==> src/rtl/ntt_mod_correct.sv <==
// Lazy-to-canonical reducer for the four L-stage NTT output lanes; maps [0,2^32) to [0,Q) per 32-bit half.
// Optional NTT_MOD_CORRECT_BEATCHK_EN adds a per-transfer data-beat counter that flags length errors.
module ntt_mod_correct (
  input  logic        ap_clk,
  input  logic        ap_rst_n,
  input  logic        ap_start,
  output logic        ap_done,
  output logic        ap_ready,
  output logic        ap_idle,
  input  logic [64:0] in_0_dout,
  input  logic        in_0_empty_n,
  output logic        in_0_read,
  input  logic [64:0] in_1_dout,
  input  logic        in_1_empty_n,
  output logic        in_1_read,
  input  logic [64:0] in_2_dout,
  input  logic        in_2_empty_n,
  output logic        in_2_read,
  input  logic [64:0] in_3_dout,
  input  logic        in_3_empty_n,
  output logic        in_3_read,
  output logic [64:0] out_0_din,
  input  logic        out_0_full_n,
  output logic        out_0_write,
  output logic [64:0] out_1_din,
  input  logic        out_1_full_n,
  output logic        out_1_write,
  output logic [64:0] out_2_din,
  input  logic        out_2_full_n,
  output logic        out_2_write,
  output logic [64:0] out_3_din,
  input  logic        out_3_full_n,
  output logic        out_3_write,
  output logic        lane_error,
  output logic [1:0]  state_dbg
);

  localparam logic [31:0] Q = 32'd3221225473;

  typedef enum logic [1:0] {
    S_IDLE  = 2'd0,
    S_RUN   = 2'd1,
    S_DRAIN = 2'd2,
    S_DONE  = 2'd3
  } state_t;

  state_t      state_q, state_d;
  logic        vld_q, vld_d;
  logic        err_q, err_d;
  logic [64:0] data_q [4];
  logic [64:0] data_d [4];
  logic [64:0] in_w [4];
  logic [3:0]  empty_n_w, full_n_w, eot_w;
  logic        all_in, all_out, accept, emit, is_eot, eot_mis;

`ifdef NTT_MOD_CORRECT_BEATCHK_EN
  localparam logic [8:0] BEATS = 9'd128;
  logic [8:0] cnt_q, cnt_d;
`endif

  function automatic logic [31:0] mod_fix(input logic [31:0] c);
    return (c >= Q) ? (c - Q) : c;
  endfunction

  assign in_w[0] = in_0_dout;
  assign in_w[1] = in_1_dout;
  assign in_w[2] = in_2_dout;
  assign in_w[3] = in_3_dout;
  assign empty_n_w = {in_3_empty_n, in_2_empty_n, in_1_empty_n, in_0_empty_n};
  assign full_n_w  = {out_3_full_n, out_2_full_n, out_1_full_n, out_0_full_n};
  assign eot_w     = {in_w[3][64], in_w[2][64], in_w[1][64], in_w[0][64]};

  // Lanes move in lockstep: a beat is taken from all four FIFOs only when every
  // one is non-empty and the shared register is free or draining this cycle;
  // a beat is pushed to all four outputs only when every output has space.
  assign all_in  = &empty_n_w;
  assign all_out = &full_n_w;
  assign accept  = (state_q == S_RUN) && all_in && (!vld_q || all_out);
  assign emit    = vld_q && all_out;
  assign is_eot  = |eot_w;
  assign eot_mis = is_eot && !(&eot_w);

  always_comb begin
    state_d = state_q;
    vld_d   = vld_q;
    err_d   = err_q;
    for (int k = 0; k < 4; k++) data_d[k] = data_q[k];
`ifdef NTT_MOD_CORRECT_BEATCHK_EN
    cnt_d = cnt_q;
`endif
    case (state_q)
      S_IDLE: begin
        if (ap_start) begin
          state_d = S_RUN;
          err_d   = 1'b0;
`ifdef NTT_MOD_CORRECT_BEATCHK_EN
          cnt_d   = '0;
`endif
        end
      end
      S_RUN: begin
        if (emit) vld_d = 1'b0;
        if (accept) begin
          vld_d = 1'b1;
          if (is_eot) begin
            // Misaligned EOT is folded into a clean EOT so no partial beat leaks out.
            for (int k = 0; k < 4; k++) data_d[k] = {1'b1, 64'b0};
            state_d = S_DRAIN;
            if (eot_mis) err_d = 1'b1;
`ifdef NTT_MOD_CORRECT_BEATCHK_EN
            if (cnt_q != BEATS) err_d = 1'b1;
`endif
          end else begin
            for (int k = 0; k < 4; k++)
              data_d[k] = {1'b0, mod_fix(in_w[k][63:32]), mod_fix(in_w[k][31:0])};
`ifdef NTT_MOD_CORRECT_BEATCHK_EN
            if (cnt_q == BEATS) err_d = 1'b1;
            else cnt_d = cnt_q + 9'd1;
`endif
          end
        end
      end
      S_DRAIN: begin
        if (emit) begin
          vld_d   = 1'b0;
          state_d = S_DONE;
        end
      end
      S_DONE: state_d = S_IDLE;
      default: state_d = S_IDLE;
    endcase
  end

  always_ff @(posedge ap_clk or negedge ap_rst_n) begin
    if (!ap_rst_n) begin
      state_q <= S_IDLE;
      vld_q   <= 1'b0;
      err_q   <= 1'b0;
      for (int k = 0; k < 4; k++) data_q[k] <= '0;
    end else begin
      state_q <= state_d;
      vld_q   <= vld_d;
      err_q   <= err_d;
      for (int k = 0; k < 4; k++) data_q[k] <= data_d[k];
    end
  end

`ifdef NTT_MOD_CORRECT_BEATCHK_EN
  always_ff @(posedge ap_clk or negedge ap_rst_n) begin
    if (!ap_rst_n) cnt_q <= '0;
    else           cnt_q <= cnt_d;
  end
`endif

  assign in_0_read   = accept;
  assign in_1_read   = accept;
  assign in_2_read   = accept;
  assign in_3_read   = accept;
  assign out_0_write = emit;
  assign out_1_write = emit;
  assign out_2_write = emit;
  assign out_3_write = emit;
  assign out_0_din   = data_q[0];
  assign out_1_din   = data_q[1];
  assign out_2_din   = data_q[2];
  assign out_3_din   = data_q[3];

  assign ap_idle    = (state_q == S_IDLE);
  assign ap_done    = (state_q == S_DONE);
  assign ap_ready   = (state_q == S_DONE);
  assign lane_error = err_q;
  assign state_dbg  = state_q;

endmodule
==> config.mk <==
export PLATFORM = sky130hd
export DESIGN_NAME = ntt_mod_correct
export DESIGN_NICKNAME = d
export VERILOG_FILES = /design/src/rtl/ntt_mod_correct.sv
export SDC_FILE = /design/constraint.sdc
export NUM_CORES = 1
export LEC_CHECK = 0
export CORE_AREA = 2 2 213 215
export DETAILED_ROUTE_END_ITERATION = 10
export DIE_AREA = 0 0 215 217
export GPL_ROUTABILITY_DRIVEN = 0
export GPL_TIMING_DRIVEN = 0
export PLACE_DENSITY_LB_ADDON = 0.3
export SLEW_MARGIN = 30
export SYNTH_ARGS = -nofsm -noshare
export SYNTH_HDL_FRONTEND = slang
export SYNTH_SLANG_ARGS = --single-unit
==> constraint.sdc <==
create_clock -name ap_clk -period 3.65 [get_ports ap_clk]
set_clock_uncertainty 0.2 [all_clocks]
set_input_delay 0.73 -clock ap_clk [delete_from_list [all_inputs] [get_ports ap_clk]]
set_output_delay 0.73 -clock ap_clk [all_outputs]
set_load 0.005 [all_outputs]
==> run summary <==
status = completed
H-tree levels = 1
CP Capture Type = primary output
overall global routing resource usage = 25.6%
Reg clk slew, reported paths = 0.06 ns
r2r endpoint = out_0_din[19]$_DFFE_PN0P_
clock sink total = 261
layout cells sized above 1 = 5.21%
Final Hold Fails = 0
setup slack after layout = 0.112 ns
Pwr Density = 306 nW/um2
input/output buffers = 543
post-route cell area = 22,500 um2
type of origin of the critical path = primary input
die width = 215 um
DRT Pass-1 Iters = 6
share of Yosys cell area claimed by the top area cell type = 43.4%
RSZ-0062 raised after global routing = false
R2R setup slack = 0.33 ns
Tcrit/Tclk final = 96.9%
Die H = 217 um
FP Rows = 78
Synth Flop Type = dfrtp_1
Crit path arrival time = 2.61 ns
cell count after synthesis = 1,704
CTS tree = built
final WL = 62,000 um
worst-path maximum fanout = 7
Util after Layout = 50.3%
Hold Path Stages = 2
Final setup viols = 0
worst slew pin tran = 0.973 ns
WS Path Type = in -> out
Core ar. = 44,700 um2
grt total ovfl = 0
drt via density = 5.41
CTS Buf Count = 31
largest net degree at the start of global routing = 83
Leak = 8.43 nW
placed cell area = 21,400 um2
Yosys top cell by area = dfrtp_1
DRT antenna net count = 0
top post-synthesis cells by area = dfrtp_1 43%, o21ai_0 7.6%, nand2_1 7.4%, xnor2_1 6.3%, xor2_1 6.1%
Setup Slack @ Placement = -1.22 ns
number of I/O pins = 545
Seq/Total Area, Yosys = 43.4%
FMAX = 283 MHz
post-synth cell types = 70
HPWL after DPL = 48,700 um
area grow syn2layout = 49.5%
total number of vias = 15,700
vias in the first global route = 15,900
HP Class = reg -> reg
FF+latch count, synth = 261
Hold Path Sink = out_3_din[21]$_DFFE_PN0P_
Synth Area per Inst = 8.83 um2
Peak VDD IR = 0.278 mV
Final nets = 2,574
max-cap violation count = 0
Post-synth EDFFs = 0
worst reg2reg path depth = 11
Hold Crit Start = out_3_din[21]$_DFFE_PN0P_
Skew-Pair Late Insertion Delay = 0.57 ns
Non-Filler Instances = 2,906
WP data required = 2.72 ns
Initial Util = 33.7%
Setup Buffers After CTS = 0
min Tclk post-route = 3.54 ns
DP Cell Count = 2,851
initial drt markers = 1,005
setup TNS = 0 ns
Syn Nets = 1,995
CTS root buf = clkbuf_16
DRC viols = 0
die area = 46,700 um2
yosys warns = 0
CTS max path bufs = 3
slew margin rel. = 34.5%
reg2reg start = state_dbg[1]$_DFFE_PN0P_
Mapped Area = 15,100 um2
Final Max Tran Viols = 0
Async S/R FF share, synth = 100%
DR WL/cell = 21.3 um
first-pass GRT wire length = 93,300 um
initial antenna violation count = 2
-- layout make-up --
type	instances	area [um2]
fillers	4236	22200
multi-input cells	1325	8130
flip-flops and latches	261	6530
repair buffers	548	5540
clock buffers	45	908
well taps	600	751
plain buffers	91	408
clock inverters	10	133
inverters	25	93.8
diodes	1	2.50
-- placed cells by master (no fill, tap or decap), types with 15 or more instances in the layout --
| cell | n |
|---|---|
| or3_1 | 19 |
| clkbuf_16 | 31 |
| xnor2_1 | 108 |
| nor2_1 | 77 |
| a32o_1 | 15 |
| clkdlybuf4s50_1 | 542 |
| nor4_1 | 70 |
| nand3_1 | 60 |
| nand4_1 | 27 |
| xor2_1 | 104 |
| clkbuf_1 | 69 |
| nor3_1 | 62 |
| inv_1 | 24 |
| nand2_1 | 294 |
| dfrtp_1 | 261 |
| nand4b_1 | 16 |
| or4_1 | 24 |
| o21ai_0 | 229 |
| ha_1 | 19 |
-- cells by family (layout without fill, tap and decap cells) --
| group | count (synthesis) | count (layout) | share of synthesized area [%] |
|---|---|---|---|
| buffers and inverters | 118 | 719 | 3.28 |
| other | 0 | 1 | 0 |
| flip-flops | 261 | 261 | 43.4 |
| multiplexers | 3 | 3 | 0.208 |
| adder cells (fa/ha/maj) | 20 | 20 | 1.66 |
| XOR/XNOR | 212 | 212 | 12.3 |
| AO/OA/AOI/OAI | 350 | 350 | 14.4 |
| AND/OR/NAND/NOR | 740 | 740 | 24.7 |
-- sequential cells by signal (all words and copies together) (netlist names) --
| signal | cells |
|---|---|
| lane_error | 1 |
| out_0_din | 65 |
| out_1_din | 64 |
| out_2_din | 64 |
| out_3_din | 64 |
| state_dbg | 2 |
| vld_q | 1 |
-- routing by layer --
| metal | vias to the layer above | wire (um) | global-route usage (%) |
|---|---|---|---|
| met5 | - | 26 | 0 |
| met4 | 4 | 2130 | 8.90 |
| met3 | 131 | 5290 | 6.95 |
| met2 | 648 | 30000 | 44.7 |
| met1 | 7641 | 24500 | 30.4 |
| li1 | 7290 | - | - |
-- metrics by stage --
stage	hold WS, ns	total power, mW
5_1_grt	0.298	7.11
6_report	0.278	6.88
3_5_place_dp	0.268	3.72
3_3_place_gp	0.252	3.70
4_1_cts	0.282	6.94
2_1_floorplan	0.234	3.17
-- power by group --
| group | leakage (nW) | switching [mW] | total, mW | internal (mW) |
|---|---|---|---|---|
| Clock | 0.517 | 1.28 | 3.20 | 1.92 |
| Combinational | 4.27 | 0.394 | 0.786 | 0.392 |
| Sequential | 3.64 | 0 | 2.89 | 2.89 |
| Total | 8.43 | 1.68 | 6.88 | 5.21 |
-- Yosys cell counts (7+ instances only) --
cell type,instances
nand2_1,295
dfrtp_1,261
o21ai_0,229
xnor2_1,108
xor2_1,104
nor4_1,78
nor2_1,77
clkbuf_1,76
nor3_1,63
nand3_1,60
nand4_1,27
inv_1,25
or4_1,24
ha_1,20
or3_1,19
nand4b_1,16
a32o_1,15
o31ai_1,11
buf_4,10
or2_2,10
a21oi_1,9
a22o_1,9
nand2b_1,9
o21ai_1,9
and2_1,8
and3_1,8
nor3b_1,8
nand3b_1,7
nor4b_1,7
o211ai_1,7
o311ai_0,7
-- what timing repair did --
item | CTS | global route
resized for setup | 7 | 12
hold buffers | 1 | 0
endpoints found under the hold margin | 52 | 0
setup endpoints to repair | 141 | 35
pin swaps | 0 | 1
-- worst max path at each step --
| stage | start | endpoint | slack (ns) | cells after the start |
|---|---|---|---|---|
| 2_1_floorplan | in_3_dout[44] | out_3_din[57]$_DFFE_PN0P_ | 0.48 | 8 |
| 3_3_place_gp | ap_rst_n | out_0_din[10]$_DFFE_PN0P_ | -9.90 | 1 |
| 3_5_place_dp | out_3_full_n | out_0_din[19]$_DFFE_PN0P_ | -1.22 | 11 |
| 4_1_cts | in_1_dout[38] | out_1_din[35]$_DFFE_PN0P_ | 0.003 | 9 |
| 5_1_grt | state_dbg[1]$_DFFE_PN0P_ | in_3_read | 0.02 | 7 |
| 6_report | out_2_full_n | in_3_read | 0.11 | 6 |
-- critical path, cell delays in order --
cell             delay, ns
clkdlybuf4s50_1       0.48
nand4_1               0.13
a211o_1               0.41
inv_2                 0.20
buf_4                 0.14
clkdlybuf4s50_1       0.51
No activity file was read; power rests on OpenSTA's default activity.
==> edit 1 (same flow settings) <==
Register the output `state_dbg` once more, cleared by the reset; this adds one clock of latency there. The other outputs are not delayed to match.
--- a/src/rtl/ntt_mod_correct.sv
+++ b/src/rtl/ntt_mod_correct.sv
@@ -171,3 +171,9 @@
   assign lane_error = err_q;
-  assign state_dbg  = state_q;
+  always_ff @(posedge ap_clk or negedge ap_rst_n) begin
+    if (!ap_rst_n) begin
+      state_dbg <= '0;
+    end else begin
+      state_dbg <= state_q;
+    end
+  end
 
Function: changed (Yosys sat finds a counterexample within 4 cycles, from zero or initial values and one cycle with ap_rst_n low).
==> edit 1 against the unedited design <==
Global-route usage is 0.18 points higher. Sequential cell count grew 2. Design area up 2.0%. Critical path depth up 1. Clock power is 17% higher. Total power is 8.3% higher. Final cell count is 1.7% higher. Routed wire length shrank 0.57%. Worst setup slack improved by 0.056 ns. Area after synthesis increased by 2.0%. Critical endpoint is now in_1_read. Largest power group unchanged.
==> edit 1: results (changes against the unedited design) <==
Parameter                              Value

Global route
  Wire length of the first global-routing pass    93900 um (+0.63%)
  Met1 usage    0.3051 (+0.001548)
  Total Routing Usage GR    0.2578 (+0.001774)
  Number of antenna violations at the first check in global routing    13 (+11)
  Maximum number of pins on one net before global-route repair    77 (-7.2%)
  Global-route track usage on met2    0.4340 (-0.01327)
  Met3 layer usage reported by global route    0.08148 (+0.01202)

Critical path
  Reg-to-reg critical path endpoint    out_2_din[42]$_DFFE_PN0P_
  FF-to-FF Start    state_q[1]$_DFFE_PN0P_
  Cell family with most CP delay    buffers and inverters
  Critical Path AT    2.55 ns (-0.06 ns)
  Critical path launch point    out_0_full_n
  Worst setup path endpoint    in_1_read

Finish
  Share of final-layout standard cells stronger than drive strength 1    0.05239 (+0.0003243)
  # nets final    2613 (+1.5%)
  Flip-flop count of the largest register, all copies and words added    65 (unchanged)

Clocking
  Depth of the CTS H-tree    2 (+1)
  Inserted Clock Buffers    35 (+13%)
  Worst-skew pair later-pin latency    0.53 ns (-0.04 ns)

Synthesis
  Mux contribution to synthesized area    0.003259 (+0.001181)
  Cells taking the most area after synthesis    sky130_fd_sc_hd__dfrtp_1 43%, sky130_fd_sc_hd__nand2_1 7.7%, sky130_fd_sc_hd__xnor2_1 6.6%, sky130_fd_sc_hd__xor2_1 6.1%, sky130_fd_sc_hd__o21ai_0 5.2%
  Synthesized-area fraction occupied by xor and xnor cells    0.1266 (+0.003251)
  List of most frequent post-synthesis cells    314 x sky130_fd_sc_hd__nand2_1, 263 x sky130_fd_sc_hd__dfrtp_1, 160 x sky130_fd_sc_hd__o21ai_0
  Post-synthesis share of cell area spent on full adders, half adders and majority gates    0.01629 (-0.0003305)
  Proportion of synthesized chip area in sequential cells    0.4285 (-0.005367)
  Unique masters post-synth    72 (+2.9%)
  Number of instances in the synthesized netlist    1738 (+2.0%)
  Post-Syn Nets    2029 (+1.7%)
  Compound-Gate Fraction of Synth Area    0.1362 (-0.008166)

Place
  HPWL reported at the end of detailed placement    47790 um (-1.8%)
  Number of instances in the placed design    2884 (+1.2%)
  IO Port Bufs    543 (unchanged)

Route
  Total vias in the final route    15880 (+1.1%)
  Drt first pass iters    5 (-1)
  Routed wire length on met3    5049 um (-4.5%)
  Met1 layer wirelength in the final routing    24640 um (+0.61%)
  Total length of routed wires    61620 um (-0.57%)
  Detailed-route vias per instance    5.375 (-0.60%)
  Detailed Route Iter0 Violations    1168 (+16%)
  Routed length on met2    29320 um (-2.4%)

Power
  Leak    8.550 nW (+1.4%)
  Share of total power consumed by net switching    0.2401 (-0.003718)
  Combinational share of power    0.105 (-0.009)
  Power density of the placed cells    324.9 nW/um^2 (+6.2%)
  Share of power burned in the clock network    0.504 (+0.038)
  Worst supply voltage drop on vdd    0.2352 mV (-15%)

STA
  Slew at the pin with the worst max-slew slack    0.9314 ns (-0.04186 ns)
  Hold slack    0.2381 ns (-0.03963 ns)

Min path
  Startpoint of the tightest hold check path    state_q[1]$_DFFE_PN0P_
  WHS Path Cells    0 (-2)
  Min-Delay Endpoint    state_dbg[1]$_DFF_PN0_

Outcome
  Result of the run    complete, no violations
==> edit 1: final cells by class <==
| class | count | area [um^2] |
|---|---|---|
| antenna | 7 | 17.52 |
| buffer | 93 | 409.1 |
| clock buffer | 47 | 1001 |
| clock inverter | 16 | 244.0 |
| fill | 4173 | 21750 |
| inverter | 25 | 93.84 |
| multi-input combinational | 1357 | 8314 |
| sequential | 263 | 6581 |
| tap | 600 | 750.7 |
| timing repair buffer | 547 | 5533 |
==> edit 1: through the flow <==
stage               worst slack, ns  cell area [um^2]    util
finish                       0.1677             22940  0.5133
detailed placement          -0.7153             21650  0.4844
global route                0.01934             22940  0.5132
CTS                         0.02659             22910  0.5126
floorplan                    0.6334             15360       -
global placement             -10.07             21540  0.4820
==> edit 1: repair_timing <==
item | CTS | global route
hold endpoints to repair | 64 | 0
hold buffers | 1 | 0
endpoints found under the setup margin | 4 | 13
resized for setup | 2 | 7
==> edit 2 (config.mk and constraints unchanged) <==
Without the edit above. Build with the macro `NTT_MOD_CORRECT_BEATCHK_EN` defined.
--- a/src/rtl/ntt_mod_correct.sv
+++ b/src/rtl/ntt_mod_correct.sv
@@ -2,2 +2,4 @@
 // Optional NTT_MOD_CORRECT_BEATCHK_EN adds a per-transfer data-beat counter that flags length errors.
+`define NTT_MOD_CORRECT_BEATCHK_EN
+
 module ntt_mod_correct (
Formal check against the unedited RTL: not equivalent (Yosys sat finds a counterexample within 4 cycles, from zero or initial values and one cycle with ap_rst_n low).
==> edit 2 against the unedited design <==
Critical path depth grew 5. Sequential cell count grew 9. Routed wire length decreased by 0.12%. Area after synthesis grew 5.3%. Design area rose by 4.2%. First-iteration DRC count is 5.3% lower. Worst setup slack improved by 0.023 ns. Count of clock-buffer cells in the layout rose by 3. Synthesized cell count up 6.4%.
Power is not compared: it rests on default switching activity, and its combinational part moved more than twofold at a synthesized area within 25%.
==> edit 2: results (changes against the unedited design) <==
Parameter                              Value

Finish
  # nets final    2692 (+4.6%)
  Invs w/o clock    31 (+24%)
  Relative area of non-clock buffer cells in the final design    0.2568 (-0.007499)
  Count of multi-input gates    1410 (+6.4%)
  Area used by multi-input combinational logic    8544 um^2 (+5.0%)
  Number of antenna diodes    5 (+4)
  FF+latch area    6756 um^2 (+3.4%)
  Portion of the layout cell area used by clock cells    0.05305 (+0.006782)
  Clock buffer instance count of the final layout    48 (+6.7%)
  Filler cell count    4176 (-1.4%)

Synthesis
  Post-synthesis register bit count    270 (+3.4%)
  Synthesized-area fraction occupied by xor and xnor cells    0.1221 (-0.001249)
  Cells taking the most area after synthesis    sky130_fd_sc_hd__dfrtp_1 43%, sky130_fd_sc_hd__nand2_1 7.2%, sky130_fd_sc_hd__xnor2_1 6.4%, sky130_fd_sc_hd__o21ai_0 6.0%, sky130_fd_sc_hd__xor2_1 5.8%
  Compound-Gate Fraction of Synth Area    0.1305 (-0.01391)
  Syn avg cell area    8.743 um^2 (-1.0%)
  List of most frequent post-synthesis cells    305 x sky130_fd_sc_hd__nand2_1, 270 x sky130_fd_sc_hd__dfrtp_1, 189 x sky130_fd_sc_hd__o21ai_0
  Mux contribution to synthesized area    0.002052 (-0.00002588)

Critical path
  Worst setup path endpoint    out_0_din[36]$_DFFE_PN0P_
  Highest fanout seen on the critical path    10 (+3)
  Critical path launch point    in_0_dout[32]
  Number of cells traversed by the worst register-to-register path    9 (-2)
  R2R Setup Slk    0.35 ns (+0.02 ns)

Route
  Detailed-route vias per instance    5.430 (+0.42%)
  Routed wire length per instance    20.44 um (-4.1%)
  Detailed Route Iter0 Violations    952 (-5.3%)
  Drt first pass iters    5 (-1)
  Routed wire length on met3    4930 um (-6.7%)
  Total length of routed wires    61900 um (-0.12%)
  Met1 layer wirelength in the final routing    25000 um (+2.1%)

Global route
  Met3 layer usage reported by global route    0.07142 (+0.001957)
  Via count of the first global-routing pass    16430 (+3.5%)
  Met1 usage    0.3088 (+0.005272)
  Wire length of the first global-routing pass    94590 um (+1.4%)
  Total Routing Usage GR    0.2574 (+0.001396)
  Number of antenna violations at the first check in global routing    6 (+4)

Outcome
  Result of the run    complete, no violations

STA
  Relative slew margins    0.3088 (-0.03640)

Place
  Number of instances in the placed design    2960 (+3.8%)
  IO Port Bufs    544 (+0.18%)

Clocking
  Depth of the CTS H-tree    2 (+1)

Min path
  Min-Delay Endpoint    out_1_din[1]$_DFFE_PN0P_
  Startpoint of the tightest hold check path    out_1_din[1]$_DFFE_PN0P_
## edit 2: changes by cell type in the layout (fill, tap and decap cells not counted), sizes merged, moves of 11 or more
| cell | change |
|---|---|
| or4 | +12 |
| nand3 | +11 |
| nand4 | +12 |
| nor2 | +17 |
| nor3 | +28 |
| o211ai | +11 |
## edit 2: cell families after synthesis
kind of cell / Yosys count
buffers and inverters: 133
muxes: 3
and+or+nand+nor: 827
AOI/OAI and AO/OA: 337
adders and majority gates: 22
xor gates and xnor gates: 221
DFF: 270
## edit 2: report_power, final
| group | switching (mW) | internal (mW) | total [mW] | leakage [nW] |
|---|---|---|---|---|
| logic | 0.749 | 0.900 | 1.65 | 4.49 |
| registers | 0.123 | 3.18 | 3.30 | 3.75 |
| clock network | 1.39 | 2.38 | 3.77 | 0.612 |
| total | 2.26 | 6.45 | 8.72 | 8.85 |
## edit 2: worst max-delay path: stages
cell and delay, ns:
sky130_fd_sc_hd__clkdlybuf4s50_1 0.53, sky130_fd_sc_hd__inv_1 0.10, sky130_fd_sc_hd__ha_1 0.21, sky130_fd_sc_hd__or4b_2 0.61, sky130_fd_sc_hd__or4_1 0.47, sky130_fd_sc_hd__o31ai_1 0.30
sky130_fd_sc_hd__buf_4 0.25, sky130_fd_sc_hd__buf_6 0.17, sky130_fd_sc_hd__nor2_1 0.07, sky130_fd_sc_hd__xnor2_1 0.16, sky130_fd_sc_hd__o21ai_0 0.10
## edit 2: per-stage QoR
step,setup slack [ns],utilization,power [mW]
floorplan,0.5219,-,3.871
global placement,-10.34,0.4933,4.948
detailed placement,-0.5842,0.4952,4.991
CTS,0.01009,0.5235,8.809
global route,0.002247,0.5243,9.069
finish,0.1348,0.5245,8.719
